**config.mk**
```make
export PLATFORM = sky130hd
export DESIGN_NAME = load_store_unit
export DESIGN_NICKNAME = d
export VERILOG_FILES = /design/src/rtl/load_store_unit.sv
export SDC_FILE = /design/constraint.sdc
export NUM_CORES = 1
export LEC_CHECK = 0
export CORE_MARGIN = 5
export CORE_UTILIZATION = 35
export DETAILED_ROUTE_END_ITERATION = 16
export PLACE_DENSITY = 0.57
export SKIP_CTS_REPAIR_TIMING = 1
export SLEW_MARGIN = 20
export SYNTH_ARGS = -nofsm -noshare
export SYNTH_HDL_FRONTEND = slang
export SYNTH_SLANG_ARGS = --single-unit
```
**constraint.sdc**
```tcl
create_clock -name clock -period 3.3 [get_ports clock]
set_input_delay 0.66 -clock clock [delete_from_list [all_inputs] [get_ports clock]]
set_output_delay 0.66 -clock clock [all_outputs]
set_load 0.05 [all_outputs]
```
**src/rtl/load_store_unit.sv**
```systemverilog
// Load/store unit with a small in-order store buffer: loads use the memory port at
// once (with store-to-load forwarding), buffered stores drain whenever the port is free.
module load_store_unit #(
  parameter int ADDRESS_LINE = 8,
  parameter int SB_DEPTH     = 2
) (
  input  logic                      clock,
  input  logic                      reset,
  input  logic                      req_valid,
  input  logic                      req_write,
  input  logic [ADDRESS_LINE-1:0]   req_addr,
  input  logic [7:0]                req_wdata,
  output logic                      req_ready,
  output logic                      resp_valid,
  output logic [7:0]                resp_data,
  output logic [$clog2(SB_DEPTH):0] sb_count,
  output logic                      sb_empty,
  output logic [ADDRESS_LINE-1:0]   mem_address,
  output logic [7:0]                mem_write_data,
  output logic                      mem_write,
  output logic                      mem_read,
  input  logic [7:0]                mem_read_data
);

  localparam int PTR_W = $clog2(SB_DEPTH);
  localparam int CNT_W = PTR_W + 1;

  logic [ADDRESS_LINE-1:0] sb_addr [SB_DEPTH];
  logic [7:0]              sb_data [SB_DEPTH];
  logic [PTR_W-1:0]        head;
  logic [PTR_W-1:0]        tail;

  logic                    accept;
  logic                    load_acc;
  logic                    store_acc;
  logic                    drain;
  logic                    fwd_hit;
  logic [7:0]              fwd_data;
  logic [PTR_W-1:0]        fwd_idx;

  assign req_ready = (sb_count < CNT_W'(SB_DEPTH));
  assign sb_empty  = (sb_count == '0);

  // Qualifying with reset keeps the memory port quiet while reset is held.
  assign accept    = req_valid && req_ready && reset;
  assign load_acc  = accept && !req_write;
  assign store_acc = accept && req_write;
  assign drain     = !load_acc && (sb_count != '0);

  // Walk occupied entries oldest to youngest so the youngest match wins.
  always_comb begin
    fwd_hit  = 1'b0;
    fwd_data = 8'h00;
    fwd_idx  = '0;
    for (int i = 0; i < SB_DEPTH; i++) begin
      fwd_idx = head + PTR_W'(i);
      if ((CNT_W'(i) < sb_count) && (sb_addr[fwd_idx] == req_addr)) begin
        fwd_hit  = 1'b1;
        fwd_data = sb_data[fwd_idx];
      end
    end
  end

  always_comb begin
    mem_read       = 1'b0;
    mem_write      = 1'b0;
    mem_address    = '0;
    mem_write_data = 8'h00;
    if (load_acc) begin
      mem_read    = 1'b1;
      mem_address = req_addr;
    end else if (drain) begin
      mem_write      = 1'b1;
      mem_address    = sb_addr[head];
      mem_write_data = sb_data[head];
    end
  end

  always_ff @(posedge clock or negedge reset) begin
    if (!reset) begin
      head     <= '0;
      tail     <= '0;
      sb_count <= '0;
      for (int i = 0; i < SB_DEPTH; i++) begin
        sb_addr[i] <= '0;
        sb_data[i] <= 8'h00;
      end
    end else begin
      if (store_acc) begin
        sb_addr[tail] <= req_addr;
        sb_data[tail] <= req_wdata;
        tail          <= tail + PTR_W'(1);
      end
      if (drain) begin
        head <= head + PTR_W'(1);
      end
      case ({store_acc, drain})
        2'b10:   sb_count <= sb_count + CNT_W'(1);
        2'b01:   sb_count <= sb_count - CNT_W'(1);
        default: sb_count <= sb_count;
      endcase
    end
  end

  always_ff @(posedge clock or negedge reset) begin
    if (!reset) begin
      resp_valid <= 1'b0;
      resp_data  <= 8'h00;
    end else begin
      resp_valid <= load_acc;
      if (load_acc) begin
        resp_data <= fwd_hit ? fwd_data : mem_read_data;
      end
    end
  end

endmodule

```
==> results of run 1 <==
[cells in the final DEF, fill, tap and decap left out]
master,instances
nand2_1,18
buf_12,17
clkbuf_8,5
ha_1,1
nand2b_1,1
mux2_2,32
or2_2,1
nor2_1,2
o31ai_4,1
buf_2,1
nor4_4,1
bufinv_16,2
and4_1,6
o31ai_2,15
buf_4,10
clkdlybuf4s50_1,39
clkinv_2,1
dfrtp_1,44
o21ai_0,1
a31oi_1,8
xnor2_1,12
nand3_1,1
ha_2,1
mux2i_2,2
and4_2,2
nor3_2,1
nor2_2,8
dfrtp_2,1
nand4_1,1
clkinvlp_4,1
inv_1,3
clkinv_1,1
mux2i_1,14
[synthesized netlist by cell type (3+ instances only)]
master / n
nand2_1: 18
inv_1: 4
clkbuf_1: 4
xnor2_1: 12
a31oi_1: 8
nor2_1: 10
buf_6: 3
mux2_2: 32
and4_1: 6
o31ai_1: 8
dfrtp_1: 45
mux2i_1: 14
o31ai_2: 8
[layer usage]
metal,GRT usage (%),up-vias
met1,19.2,822
met5,0,-
li1,-,809
met4,4.27,0
met2,20.6,36
met3,2.81,2
[layout make-up]
class / instances / area [um2]
tap: 77 / 96.3
inverter: 5 / 22.5
sequential: 45 / 1130
multi-input combinational: 129 / 1180
clock buffer: 5 / 68.8
fill: 547 / 3050
clock inverter: 3 / 65.1
timing repair buffer: 67 / 811
[stage by stage]
step                instance area [um2]  setup slack [ps]  std cells  utilization (%)
finish                             3370               199        331             52.4
global route                       3370              57.1        331             52.4
CTS                                3370               163        331             52.4
detailed placement                 3230               163        323             50.4
global placement                   3230               188        323             50.4
floorplan                          2410              19.1        191                -
[state kept, by name (all words and copies together) (netlist names)]
signal,flops
tail,1
sb_data,16
resp_valid,1
head,1
sb_count,2
sb_addr,16
resp_data,8
[how the worst min path moves through the flow]
stage / start / to / slack [ps]
6_report: reset / tail / 480
5_1_grt: sb_count[0] / sb_count[0] / 520
3_3_place_gp: resp_data[1] / resp_data[1] / 470
3_5_place_dp: resp_data[1] / resp_data[1] / 470
4_1_cts: resp_data[1] / resp_data[1] / 490
2_1_floorplan: reset / head / 360
[logic make-up (layout without fill, tap and decap cells)]
kind of cell,count (synthesis),after routing,share of synthesized area [%]
multiplexers,48,48,22.7
flip-flops,45,45,48.4
AND/OR/NAND/NOR,42,42,9.99
AO/OA/AOI/OAI,25,25,9.24
buffers and inverters,17,80,4.14
XOR/XNOR,12,12,4.51
adder cells (fa/ha/maj),2,2,1.07
[critical path: stages]
cell             delay, ps
clkdlybuf4s50_1        420
nand3_1                 80
or2_2                  120
clkinv_1               490
o31ai_2                490
buf_12                 180
==> results.sh, run 1 <==
export IMPL_seq_area_frac_synth_pct=48.4
export IMPL_yosys_top_cells_area="dfrtp_1 48%, mux2_2 15%, mux2i_1 6.0%"
export IMPL_cts_sinks=45
export IMPL_cts_root_buffer="clkbuf_8"
export IMPL_critical_path_startpoint="req_valid"
export IMPL_drt_iter0_drc=40
export IMPL_clkTransAtPathRegs_ps=90
export IMPL_critPathKind="input pin to output pin"
export IMPL_ff2ff_setup_slack_ps=850
export IMPL_cp_arrival_ps=2440
export IMPL_globalplace_congestion=0.675
export IMPL_start_util_pct=36.3
export IMPL_top_layer_used="met4"
export IMPL_vias_per_cell=5.04
export IMPL_synth_avg_cell_area_um2=12.2
export IMPL_synth_edf_count=0
export IMPL_core_area_um2=6420
export IMPL_numPortBuffers=58
export IMPL_dpl_hpwl_mm=3.88
export IMPL_antenna_found_initial=0
export IMPL_drt_pass1_iterations=4
export IMPL_hp_class="input pin to asynchronous set/reset pin"
export IMPL_min_period_ps=3100
export IMPL_final_antenna_net_count=0
export IMPL_fin_skew_ps=8.18
export IMPL_antenna_cells=0
export IMPL_endpoint="mem_address[7]"
export IMPL_htree_levels=2
export IMPL_rsz0062_at_grt="no"
export IMPL_syn_area_um2=2330
export IMPL_yosysTopAreaCell="dfrtp_1"
export IMPL_cp_end_kind="output pin"
export IMPL_post_route_period_util_pct=94.0
export IMPL_routed_wl_mm=5.34
export IMPL_wire_per_inst_um=16.1
export IMPL_cts_buffer_depth=2
export IMPL_syn_inst=191
export IMPL_tns_ps=0
export IMPL_insertion_delay_ps=290
export IMPL_syn_nets=221
export IMPL_status="complete, no violations"
export IMPL_die_h_um=91.6
export IMPL_async_flop_share_pct=100
export IMPL_grt_usage_pct=13.5
export IMPL_r2r_worst_path_cells=5
export IMPL_synth_top_area_share_pct=48.4
export IMPL_synthFlopType="dfrtp_1"
export IMPL_max_slew_margin_rel_pct=52.0
export IMPL_ys_ff_latch=45
export IMPL_slew_viol_final=0
export IMPL_fmax_mhz=322
export IMPL_critPathLaunchType="input pin"
export IMPL_die_w_um=91.6
export IMPL_nets=283
export IMPL_dr_wl_met3_um=178
export IMPL_grt_start_max_net_pins=47
export IMPL_met1Wirelength_mm=2.55
export IMPL_r2r_start="head"
export IMPL_cp_required_ps=2640
export IMPL_final_setup_viol_count=0
export IMPL_reg2reg_to="resp_data[5]"
export IMPL_cap_violations=0
export IMPL_hold_viol=0
export IMPL_dieArea_um2=8380
export IMPL_drive_above_1_share_pct=40.2
export IMPL_grt_overflow=0
export IMPL_synth_warning_count=0
export IMPL_grt_pass1_wl_mm=9.10
export IMPL_area_growth_pct=44.7
export IMPL_grt_pass1_vias=1732
export IMPL_worstMarginPinSlew_ps=715
export IMPL_num_rows=29
export IMPL_holdWs_ps=483
export IMPL_synth_distinct_cells=27
export IMPL_cts_tree="built"
export IMPL_ios=59
export IMPL_met2WireLength_mm=2.57
export IMPL_drc_errors=0
export IMPL_cts_buffers=5
export IMPL_cp_max_fo=18
export IMPL_vias=1669
Power of run 1 is not shown: default switching activity piles up to over one toggle a cycle in this logic, so the estimate is an artifact.
==> inputs of run 2 (changes only) <==
CORE_ASPECT_RATIO = 0.6   (was unset)
clock period = 3.9 ns   (was 3.3 ns; I/O delays follow)
==> run 2 against run 1 <==
Critical path depth stayed put. Via count down 2.9%. Sequential cell count is the same. Cell area fell by 3.4%. Global-route usage up 0.51 points. Register-to-register slack gained 270 ps. Hold slack improved by 1.7 ps. Clock skew rose by 3.7 ps.
==> results.sh, run 2 (synthesis gave the netlist of run 1 again) <==
export IMPL_status="complete, no violations"
export IMPL_antenna_found_initial=0
export IMPL_rsz0062_at_grt="no"
export IMPL_nets=278
export IMPL_grt_usage_pct=14.0
export IMPL_cp_max_fo=18
export IMPL_worstMarginPinSlew_ps=981
export IMPL_die_h_um=73.2
export IMPL_dieArea_um2=8440
export IMPL_ios=59
export IMPL_seqCellArea_um2=1130
export IMPL_wire_per_inst_um=16.3
export IMPL_slew_viol_final=0
export IMPL_numPortBuffers=58
export IMPL_cp_end_kind="output pin"
export IMPL_crit_slowest_cell="o31ai_1"
export IMPL_fmax_mhz=292
export IMPL_top_regs="sb_addr x16, sb_data x16, resp_data x8"
export IMPL_globalplace_congestion=0.700
export IMPL_cts_tree="built"
export IMPL_htree_levels=2
export IMPL_whs_path_depth=2
export IMPL_antenna_cells=0
export IMPL_grt_start_max_net_pins=47
export IMPL_vias_per_cell=4.82
export IMPL_insertion_delay_ps=300
export IMPL_final_common_cell="dfrtp_1"
export IMPL_core_area_um2=6560
export IMPL_drt_pass1_iterations=4
export IMPL_n_fill_cell=615
export IMPL_dpl_hpwl_mm=3.98
export IMPL_min_from="resp_data[6]"
export IMPL_grt_pass1_vias=1709
export IMPL_grt_overflow=0
export IMPL_critPathLaunchType="input pin"
export IMPL_num_rows=23
export IMPL_ff2ff_setup_slack_ps=1120
export IMPL_multiInputGateArea_um2=1110
export IMPL_min_period_ps=3430
export IMPL_drt_iter0_drc=51
export IMPL_hold_viol=0
export IMPL_final_antenna_net_count=0
export IMPL_cts_sinks=45
export IMPL_cp_required_ps=3120
export IMPL_reg2reg_to="resp_data[4]"
export IMPL_max_slew_margin_rel_pct=34.3
export IMPL_drc_errors=0
export IMPL_start_util_pct=35.5
export IMPL_area_growth_pct=39.7
export IMPL_crit_chain="clkdlybuf4s50_1, nand3_1, or2_2, clkinv_1, o31ai_1, buf_12"
export IMPL_drive_above_1_share_pct=31.7
export IMPL_routed_wl_mm=5.49
export IMPL_tns_ps=0
export IMPL_grt_pass1_wl_mm=9.15
export IMPL_r2r_start="head"
export IMPL_layout_common_cells="45 x dfrtp_1, 39 x clkdlybuf4s50_1, 32 x mux2_2, 18 x nand2_1, 17 x buf_12"
export IMPL_cts_root_buffer="clkbuf_8"
export IMPL_hold_end="resp_data[6]"
export IMPL_critPathKind="input pin to output pin"
export IMPL_post_route_period_util_pct=87.9
export IMPL_critical_path_max_stage_delay_ps=610
export IMPL_r2r_worst_path_cells=5
export IMPL_hp_class="flop to flop"
export IMPL_cap_violations=0
export IMPL_die_w_um=115
export IMPL_final_setup_viol_count=0
export IMPL_fin_skew_ps=11.8
export IMPL_cts_buffer_depth=2
export IMPL_cts_buffers=5
export IMPL_clkTransAtPathRegs_ps=80
export IMPL_cp_arrival_ps=2650
export IMPL_vias=1621
[run 2: routing by layer]
| metal | vias to the layer above | global-route usage [%] | wire [um] |
|---|---|---|---|
| met1 | 781 | 21.7 | 2930 |
| met5 | - | 0 | 0 |
| li1 | 798 | - | - |
| met2 | 40 | 19.3 | 2190 |
| met3 | 2 | 3.98 | 347 |
| met4 | 0 | 2.73 | 19 |
[run 2: how the worst max path moves through the flow]
stage,to,cells after the start,startpoint
CTS,mem_address[7],6,req_valid
global route,mem_address[7],6,req_valid
finish,mem_address[7],6,req_valid
global placement,mem_address[7],6,req_valid
detailed placement,mem_address[7],6,req_valid
floorplan,mem_address[0],4,sb_count[1]
[run 2: per-stage QoR]
stage	utilization, %	setup slack, ps	std cells	hold WS [ps]	instance area (um2)
2_1_floorplan	-	119	191	468	2330
3_3_place_gp	47.8	515	328	471	3140
3_5_place_dp	47.8	435	328	472	3140
4_1_cts	49.6	437	336	492	3250
5_1_grt	49.6	307	336	517	3250
6_report	49.6	473	336	484	3250
[run 2: cell type report]
type	instances	share of cell area, %
multi-input cells	129	34.2
clock buffers	5	2.12
well taps	87	3.35
flip-flops and latches	45	34.6
repair buffers	62	23.8
clock inverters	3	1.42
inverters	5	0.577
[run 2: worst max-delay path: cells and delay by family]
kind	cells	cell delay [ps]
buffers and inverters	3	1050
AO/OA/AOI/OAI	1	610
AND/OR/NAND/NOR	2	200
Power of run 2 is left out for the same reason.
==> inputs of run 3 (changes only) <==
DONT_BUFFER_PORTS = 1   (was unset)
GPL_TIMING_DRIVEN = 0   (was unset)
PLACE_DENSITY = 0.46   (was 0.57)
==> run 3 against run 2 <==
Clock-buffer cell count is the same. Register-to-register slack lost 480 ps. Fmax is 7.2% lower. Critical path type is now flop to output pin. Sequential share of layout area increased by 8.5 points. Non-clock buffer count decreased by 51. Cell count fell by 15%. Critical endpoint is now mem_address[4]. First-iteration DRC count rose by 5.9%. Critical path depth unchanged. Clock skew decreased by 0.80 ps. Sequential cell count did not move. Via count shrank 6.8%. Core utilization shrank 9.8 points.
==> results.sh, run 3 (synthesis gave the netlist of run 1 again) <==
export IMPL_placedCellCount=278
export IMPL_drt_pass1_iterations=4
export IMPL_cts_root_buffer="clkbuf_8"
export IMPL_grt_start_max_net_pins=48
export IMPL_cp_arrival_ps=2910
export IMPL_final_antenna_net_count=0
export IMPL_num_rows=23
export IMPL_ios=59
export IMPL_grt_usage_pct=13.6
export IMPL_insertion_delay_ps=300
export IMPL_die_w_um=115
export IMPL_seqCellArea_um2=1130
export IMPL_drive_above_1_share_pct=42.4
export IMPL_design_area_um2=2610
export IMPL_drc_errors=0
export IMPL_r2r_worst_path_cells=8
export IMPL_reg2reg_to="sb_count[1]"
export IMPL_cp_required_ps=3120
export IMPL_fmax_mhz=271
export IMPL_max_slew_margin_rel_pct=32.5
export IMPL_globalplace_congestion=0.782
export IMPL_hold_viol=0
export IMPL_critPathKind="flop to output pin"
export IMPL_slew_viol_final=0
export IMPL_grt_pass1_wl_mm=8.68
export IMPL_final_common_cell="dfrtp_1"
export IMPL_core_area_um2=6560
export IMPL_worstMarginPinSlew_ps=1010
export IMPL_vias_per_cell=5.30
export IMPL_cts_buffer_depth=2
export IMPL_drt_iter0_drc=54
export IMPL_cp_max_fo=9
export IMPL_dpl_cell_area_um2=2480
export IMPL_cts_tree="built"
export IMPL_die_h_um=73.2
export IMPL_antenna_found_initial=0
export IMPL_antenna_cells=0
export IMPL_nets=227
export IMPL_cts_sinks=45
export IMPL_routed_wl_mm=5.46
export IMPL_min_period_ps=3690
export IMPL_cts_buffers=5
export IMPL_multiInputGateArea_um2=1180
export IMPL_grt_overflow=0
export IMPL_fin_skew_ps=11.0
export IMPL_cap_violations=0
export IMPL_final_setup_viol_count=0
export IMPL_critPathLaunchType="flop"
export IMPL_dieArea_um2=8440
export IMPL_area_growth_pct=12.2
export IMPL_dpl_hpwl_mm=4.20
export IMPL_rsz0062_at_grt="no"
export IMPL_cp_end_kind="output pin"
export IMPL_post_route_period_util_pct=94.7
export IMPL_start_util_pct=35.5
export IMPL_clkTransAtPathRegs_ps=90
export IMPL_status="complete, no violations"
export IMPL_ff2ff_setup_slack_ps=640
export IMPL_r2r_start="sb_count[1]"
export IMPL_grt_pass1_vias=1599
export IMPL_numPortBuffers=0
export IMPL_top_regs="sb_addr x16, sb_data x16, resp_data x8"
export IMPL_htree_levels=2
export IMPL_n_fill_cell=640
export IMPL_vias=1510
export IMPL_fin_cells=285
export IMPL_hp_class="input pin to asynchronous set/reset pin"
export IMPL_wire_per_inst_um=19.2
export IMPL_layout_common_cells="44 x dfrtp_1, 32 x mux2_2, 18 x nand2_1, 15 x o31ai_2, 14 x mux2i_1"
-- run 3: cell types whose count changed in the layout (fill, tap and decap cells not counted), sizes merged --
cell / before / now
inv: 4 / 5
clkbuf: 5 / 11
bufinv: 1 / 0
buf: 23 / 5
clkinvlp: 1 / 2
clkinv: 2 / 1
clkdlybuf4s50: 39 / 0
-- run 3: area by class of cell --
| cell class | instances | share of cell area, % |
|---|---|---|
| Buffer | 11 | 3.02 |
| Clock buffer | 5 | 2.63 |
| Clock inverter | 3 | 0.814 |
| Inverter | 5 | 0.862 |
| Multi-Input combinational cell | 129 | 45.4 |
| Sequential cell | 45 | 43.2 |
| Tap cell | 87 | 4.17 |
-- run 3: how the worst max path moves through the flow --
stage	start	endpoint	cells after the start
2_1_floorplan	sb_count[1]	mem_address[0]	4
3_3_place_gp	sb_count[1]	mem_address[2]	7
3_5_place_dp	sb_count[1]	mem_address[2]	7
4_1_cts	sb_count[1]	mem_address[2]	7
5_1_grt	sb_count[1]	mem_address[7]	6
6_report	sb_count[1]	mem_address[4]	6
-- run 3: layer usage --
layer  wire [um]  vias up  track usage, %
li1            -      700               -
met1        2470      752            18.3
met2        2480       50            20.3
met3         451        8            5.72
met4          60        0            3.65
met5           0        -               0
-- run 3: through the flow --
stage | TNS (ps) | worst slack, ps | hold slack [ps] | util [%]
global route | 0 | 26.6 | 138 | 39.8
detailed placement | -2160 | -391 | 486 | 37.8
global placement | -1470 | -259 | 484 | 37.2
finish | 0 | 209 | 161 | 39.8
floorplan | 0 | 119 | 468 | -
CTS | -8100 | -740 | 150 | 39.1
-- run 3: critical path, stage by stage, from the launching register on --
cell        delay (ps)
dfrtp_2            540
inv_1              320
nand3_1            160
or2_2              110
buf_2              260
clkinvlp_4         310
o31ai_2            900
Power of run 3 is left out for the same reason.
